## src/rtl/mem_arbiter.sv

```systemverilog
// rtl/mem_arbiter.sv - byte-serial memory arbiter between instruction fetch and load/store unit
//
// Purpose: grants one of two requesters (fetch, LSU) access to a byte-wide
// RAM, then walks the access one byte per cycle. Reads assemble a
// little-endian, zero-extended word; writes emit bytes from the low end of the
// store data. Stores to IO_ADDR wait while the output FIFO is full.
//
// Ports:
//   clk_in, rst_in (async active-low), rdy_in (global freeze)
//   roll_back_flag            pipeline flush; aborts reads, never writes
//   ifetch_req/addr           fetch request, 4-byte read
//   ifetch_done/data          done pulse and fetched word (data holds)
//   lsu_req/rw/size/addr/wdata  load/store request
//   lsu_done/rdata            done pulse and load data (data holds)
//   mem_din/dout/a/wr         byte-wide RAM port
//   io_buffer_full            output FIFO full, stalls IO stores

module mem_arbiter #(
    parameter logic [31:0] IO_ADDR = 32'h30000
) (
    input  logic        clk_in,
    input  logic        rst_in,
    input  logic        rdy_in,
    input  logic        roll_back_flag,
    input  logic        ifetch_req,
    input  logic [31:0] ifetch_addr,
    output logic        ifetch_done,
    output logic [31:0] ifetch_data,
    input  logic        lsu_req,
    input  logic        lsu_rw,
    input  logic [1:0]  lsu_size,
    input  logic [31:0] lsu_addr,
    input  logic [31:0] lsu_wdata,
    output logic        lsu_done,
    output logic [31:0] lsu_rdata,
    input  logic [7:0]  mem_din,
    output logic [7:0]  mem_dout,
    output logic [31:0] mem_a,
    output logic        mem_wr,
    input  logic        io_buffer_full
);

    typedef enum logic [2:0] {
        IDLE,
        READ,
        WRITE,
        WAIT_IO,
        DONE
    } state_t;

    state_t      state_q, state_d;
    logic [2:0]  cnt_q, cnt_d;
    logic [2:0]  nbytes_q, nbytes_d;
    logic        last_lsu_q, last_lsu_d;   // 1 = LSU was granted last
    logic        own_lsu_q, own_lsu_d;     // owner of the access in flight
    logic [31:0] addr_q, addr_d;
    logic [31:0] wdata_q, wdata_d;
    logic [31:0] rbuf_q, rbuf_d;

    logic        ifetch_done_q, ifetch_done_d;
    logic [31:0] ifetch_data_q, ifetch_data_d;
    logic        lsu_done_q, lsu_done_d;
    logic [31:0] lsu_rdata_q, lsu_rdata_d;
    logic [7:0]  mem_dout_q, mem_dout_d;
    logic [31:0] mem_a_q, mem_a_d;
    logic        mem_wr_q, mem_wr_d;

    logic        pick_lsu;
    logic [2:0]  lsu_n;
    logic [2:0]  cnt_nx;

    assign ifetch_done = ifetch_done_q;
    assign ifetch_data = ifetch_data_q;
    assign lsu_done    = lsu_done_q;
    assign lsu_rdata   = lsu_rdata_q;
    assign mem_dout    = mem_dout_q;
    assign mem_a       = mem_a_q;
    assign mem_wr      = mem_wr_q;

    function automatic logic [7:0] byte_sel(input logic [31:0] w, input logic [1:0] idx);
        case (idx)
            2'd0:    byte_sel = w[7:0];
            2'd1:    byte_sel = w[15:8];
            2'd2:    byte_sel = w[23:16];
            default: byte_sel = w[31:24];
        endcase
    endfunction

    always_comb begin
        state_d       = state_q;
        cnt_d         = cnt_q;
        nbytes_d      = nbytes_q;
        last_lsu_d    = last_lsu_q;
        own_lsu_d     = own_lsu_q;
        addr_d        = addr_q;
        wdata_d       = wdata_q;
        rbuf_d        = rbuf_q;
        ifetch_data_d = ifetch_data_q;
        lsu_rdata_d   = lsu_rdata_q;
        // Pulses and the RAM port fall back to 0 unless a state drives them.
        ifetch_done_d = 1'b0;
        lsu_done_d    = 1'b0;
        mem_a_d       = 32'd0;
        mem_dout_d    = 8'd0;
        mem_wr_d      = 1'b0;

        cnt_nx   = cnt_q + 3'd1;
        // On a tie the side not granted last time wins.
        pick_lsu = lsu_req && (!ifetch_req || !last_lsu_q);
        case (lsu_size)
            2'd0:    lsu_n = 3'd1;
            2'd1:    lsu_n = 3'd2;
            default: lsu_n = 3'd4;
        endcase

        case (state_q)
            IDLE: begin
                if (!roll_back_flag && (ifetch_req || lsu_req)) begin
                    last_lsu_d = pick_lsu;
                    own_lsu_d  = pick_lsu;
                    cnt_d      = 3'd0;
                    rbuf_d     = 32'd0;
                    if (pick_lsu) begin
                        addr_d   = lsu_addr;
                        wdata_d  = lsu_wdata;
                        nbytes_d = lsu_n;
                        if (lsu_rw) begin
                            if (lsu_addr == IO_ADDR && io_buffer_full) begin
                                state_d = WAIT_IO;
                            end else begin
                                state_d    = WRITE;
                                mem_a_d    = lsu_addr;
                                mem_dout_d = lsu_wdata[7:0];
                                mem_wr_d   = 1'b1;
                            end
                        end else begin
                            state_d = READ;
                            mem_a_d = lsu_addr;
                        end
                    end else begin
                        addr_d   = ifetch_addr;
                        nbytes_d = 3'd4;
                        state_d  = READ;
                        mem_a_d  = ifetch_addr;
                    end
                end
            end

            READ: begin
                if (roll_back_flag) begin
                    state_d = IDLE;
                    cnt_d   = 3'd0;
                end else begin
                    // RAM returns a byte one cycle after its address, so the
                    // byte arriving now belongs to address index cnt_q-1.
                    case (cnt_q)
                        3'd1:    rbuf_d[7:0]   = mem_din;
                        3'd2:    rbuf_d[15:8]  = mem_din;
                        3'd3:    rbuf_d[23:16] = mem_din;
                        3'd4:    rbuf_d[31:24] = mem_din;
                        default: ;
                    endcase
                    if (cnt_q == nbytes_q) begin
                        state_d = DONE;
                        cnt_d   = 3'd0;
                        if (own_lsu_q) begin
                            lsu_rdata_d = rbuf_d;
                            lsu_done_d  = 1'b1;
                        end else begin
                            ifetch_data_d = rbuf_d;
                            ifetch_done_d = 1'b1;
                        end
                    end else begin
                        cnt_d = cnt_nx;
                        if (cnt_nx < nbytes_q) begin
                            mem_a_d = addr_q + {29'd0, cnt_nx};
                        end
                    end
                end
            end

            WRITE: begin
                // Writes ignore roll_back_flag: a committed store always lands.
                if (cnt_q == nbytes_q - 3'd1) begin
                    state_d    = DONE;
                    cnt_d      = 3'd0;
                    lsu_done_d = 1'b1;
                end else begin
                    cnt_d      = cnt_nx;
                    mem_a_d    = addr_q + {29'd0, cnt_nx};
                    mem_dout_d = byte_sel(wdata_q, cnt_nx[1:0]);
                    mem_wr_d   = 1'b1;
                end
            end

            WAIT_IO: begin
                if (!io_buffer_full) begin
                    state_d    = WRITE;
                    cnt_d      = 3'd0;
                    mem_a_d    = addr_q;
                    mem_dout_d = wdata_q[7:0];
                    mem_wr_d   = 1'b1;
                end
            end

            DONE: begin
                state_d = IDLE;
            end

            default: begin
                state_d = IDLE;
                cnt_d   = 3'd0;
            end
        endcase
    end

    always_ff @(posedge clk_in or negedge rst_in) begin
        if (!rst_in) begin
            state_q       <= IDLE;
            cnt_q         <= 3'd0;
            nbytes_q      <= 3'd0;
            last_lsu_q    <= 1'b1;
            own_lsu_q     <= 1'b0;
            addr_q        <= 32'd0;
            wdata_q       <= 32'd0;
            rbuf_q        <= 32'd0;
            ifetch_done_q <= 1'b0;
            ifetch_data_q <= 32'd0;
            lsu_done_q    <= 1'b0;
            lsu_rdata_q   <= 32'd0;
            mem_dout_q    <= 8'd0;
            mem_a_q       <= 32'd0;
            mem_wr_q      <= 1'b0;
        end else if (rdy_in) begin
            state_q       <= state_d;
            cnt_q         <= cnt_d;
            nbytes_q      <= nbytes_d;
            last_lsu_q    <= last_lsu_d;
            own_lsu_q     <= own_lsu_d;
            addr_q        <= addr_d;
            wdata_q       <= wdata_d;
            rbuf_q        <= rbuf_d;
            ifetch_done_q <= ifetch_done_d;
            ifetch_data_q <= ifetch_data_d;
            lsu_done_q    <= lsu_done_d;
            lsu_rdata_q   <= lsu_rdata_d;
            mem_dout_q    <= mem_dout_d;
            mem_a_q       <= mem_a_d;
            mem_wr_q      <= mem_wr_d;
        end
    end

endmodule

```

## config.mk

```make
export PLATFORM = sky130hd
export DESIGN_NAME = mem_arbiter
export DESIGN_NICKNAME = d
export VERILOG_FILES = /design/src/rtl/mem_arbiter.sv
export SDC_FILE = /design/constraint.sdc
export NUM_CORES = 1
export LEC_CHECK = 0
export ABC_CLOCK_PERIOD_IN_PS = 4500
export CAP_MARGIN = 20
export CORE_MARGIN = 4
export CORE_UTILIZATION = 46
export CTS_BUF_LIST = sky130_fd_sc_hd__clkbuf_8
export CTS_CLUSTER_DIAMETER = 40
export CTS_CLUSTER_SIZE = 28
export DETAILED_ROUTE_END_ITERATION = 8
export PLACE_DENSITY = 0.85
export SYNTH_ARGS = -nofsm -noshare
export SYNTH_HDL_FRONTEND = slang
export SYNTH_SLANG_ARGS = --single-unit
```

## constraint.sdc

```tcl
create_clock -name clk_in -period 4.5 [get_ports clk_in]
set_clock_uncertainty 0.2 [all_clocks]
set_input_delay 0.9 -clock clk_in [delete_from_list [all_inputs] [get_ports clk_in]]
set_output_delay 0.9 -clock clk_in [all_outputs]
set_load 0.05 [all_outputs]
```

==> out/metrics.yaml <==
critPathMaxFanout: 11
use_met1: 0.3081
critPathRequiredTime_ns: 4.77
critPathArrivalTime_ns: 3.98
drv_slew: 0
final.setup.tns_ns: 0
fin_nets: 1374
crit_chain: "inv_1 > ha_1 > inv_1 > fa_1 > nor2b_1 > o2111ai_1 > or3_1 > o41a_1 > o31ai_1"
clk_pin_slew_worst_paths_ns: 0.07
drive_above_1_share: 0.09535
slew_headroom: 0.3318
max-cap-violations: 0
use_met2: 0.3860
core-area_sq_um: 22640
synth_nets: 1181
pin_count: 221
regArea_sq_um: 5356
use_met3: 0.04619
gp_congestion: 0.9045
rsz0062_at_grt: "no"
rows: 55
ys_warn_count: 0
numCtsBuffers: 31
setup_viol: 0
grt_max_degree: 111
place_inst: 1496
syn_inst: 1052
ys_async_sr_fraction: 1.000
finalCriticalPeriod_ns: 3.713
num_vias: 9140
io_buffer_count: 220
p_leak_uw: 0.005973
finalCritPeriodShare: 0.8251
finalHoldViolCount: 0
grt.busiest_layer: "met2"
crit_type: "reg -> reg"
hold_path_class: "in -> async"
crit_path_end_kind: "flop"
insertion_delay_ns: 0.58
multiInputGateArea_sq_um: 4867
avgSynthCellArea_sq_um: 10.06
drtPass1Iterations: 5
final_cell_count_no_fill: 1555
crit_path_start_kind: "flop"
critPathMaxStageDelay_ns: 0.56
wl_per_cell_um: 19.66
layout_common_cells: "clkdlybuf4s50_1, dfrtp_1, nand2_1"
yosysSeqAreaShare: 0.5062
clock.fmax_mhz: 269.3
cts_tree: "built"
dr.first_iter.drc_count: 759
synthFlopType: "dfrtp_1"
cts_setup_buffers: 0
die_area_sq_um: 25490
ant_nets: 0
track_usage: 0.2326
power_density_nw_per_um2: 616.9
run_status: "complete, no violations"
cp_top_family: "simple AND/OR/NAND/NOR gates"
cts_resized: 0
synthesis.area_sq_um: 10580
grt_pass1_vias: 9160
clockBufferDepth: 3
dp.final_hpwl_mm: 21.45
final_common_cell: "clkdlybuf4s50_1"
cp_slowest_cell: "or3_1"
pre_cts_ws_ns: 0.7572
remaining_drc_errors: 0
ys_types: 73
htreeDepth: 1
grt_overflow: 0
via_per_inst: 5.878
initial_core_util: 0.4674
clock_sinks: 214
root_buffer: "clkbuf_8"
antenna_found_initial: 1
tightest_slew_ns: 1.001
synthToLayoutAreaGrowth_pct: 29.61
wl_mm: 30.57
worst_slack_ns: 0.7871
ir_drop_v: 0.0003114
die_h_um: 159.7
die_x_um: 159.7
holdBufCountCts: 0
path_common_cell: "inv_1"
crit_buf_inv: 2
ys_ff_latch: 214
synth_edf_count: 0
grt_pass1_wl_mm: 48.87
fill_cells: 1843
-- registers in the layout, indices dropped and copies added (netlist names) --
| name | cells |
|---|---|
| wdata_q | 32 |
| state_q | 3 |
| lsu_rdata | 32 |
| rbuf_q | 32 |
| lsu_done | 1 |
| addr_q | 32 |
| own_lsu_q | 1 |
| mem_dout | 8 |
| cnt_q | 3 |
| ifetch_data | 32 |
| mem_wr | 1 |
| ifetch_done | 1 |
| nbytes_q | 3 |
| mem_a | 32 |
| last_lsu_q | 1 |
-- stage by stage --
stage,cell area [sq um],hold WS [ns],total power (uW),utilization
after detailed placement,13010,0.2710,6750,0.5748
after CTS,13700,0.2670,8484,0.6053
after global routing,13710,0.3113,8928,0.6057
after floorplan,10580,0.2450,5471,-
after global placement,13010,0.2613,6638,0.5748
final,13710,0.2493,8460,0.6057
-- cell usage after synthesis (all sizes together), types with 4 or more instances --
library cell  number  share of area
o211ai             7         0.0054
a222oi             8         0.0076
a21o               6         0.0043
o2bb2ai            4         0.0033
o2111ai            4         0.0033
o31a               4         0.0033
mux2              32          0.034
a22oi              9         0.0064
a211oi             4         0.0028
nor4              13         0.0077
a22o              34          0.028
o21ai            117          0.055
nand3             12         0.0057
a221o              8         0.0076
inv               21         0.0074
nor2b              9         0.0053
nor2              75          0.027
a21oi             70          0.033
o31ai              7         0.0050
buf               38          0.017
and2               6         0.0035
xnor2             12         0.0099
xor2               8         0.0066
mux2i             64          0.061
a221oi             4         0.0039
and3               5         0.0030
nor3              13         0.0066
o221ai             7         0.0058
nand2            120          0.043
nand4              9         0.0053
or3                4         0.0024
a31oi              4         0.0030
dfrtp            213           0.50
ha                14          0.017
and4               5         0.0041
clkbuf            39          0.014
-- cells by family after synthesis --
kind of cell | synth area share
adder cells (fa/ha/maj) | 0.01845
flip-flops | 0.5062
XOR/XNOR | 0.01880
multiplexers | 0.09460
AND/OR/NAND/NOR | 0.1283
AO/OA/AOI/OAI | 0.1953
buffers and inverters | 0.03831
-- layer usage --
metal	part of all wire	up-vias
met5	0	-
met4	0.030	0
met3	0.080	60
met2	0.48	417
met1	0.41	4454
li1	-	4209
-- cell type report --
class,count,share of cell area
inverter,22,0.006021
clock buffer,33,0.03312
antenna,1,0.0001825
sequential,214,0.3906
clock inverter,24,0.01724
timing repair buffer,237,0.1720
tap,285,0.02600
multi-input combinational,739,0.3549
-- worst paths after layout --
check,to,slack [ns],cells after the start,from
max in group asynchronous,last_lsu_q$_DFFE_PN1P_,2.96,2,rst_in
min in group clk_in,ifetch_data[26]$_DFFE_PN0P_,0.28,2,ifetch_data[26]$_DFFE_PN0P_
hold / removal,ifetch_data[17]$_DFFE_PN0P_,0.25,1,rst_in
setup reg to reg,mem_a[24]$_DFFE_PN0P_,0.79,9,cnt_q[0]$_DFFE_PN0P_
setup / recovery,mem_a[24]$_DFFE_PN0P_,0.79,9,cnt_q[0]$_DFFE_PN0P_
hold reg to reg,ifetch_data[26]$_DFFE_PN0P_,0.28,2,ifetch_data[26]$_DFFE_PN0P_
-- power breakdown --
part / leakage, uW / total, uW / switching (uW) / internal, uW
Sequential: 0.00282 / 3160 / 623 / 2530
Combinational: 0.00279 / 3590 / 2230 / 1350
Clock: 0.000357 / 1720 / 831 / 886
Total: 0.00597 / 8460 / 3690 / 4770
Power figures use the tool's default switching activity.
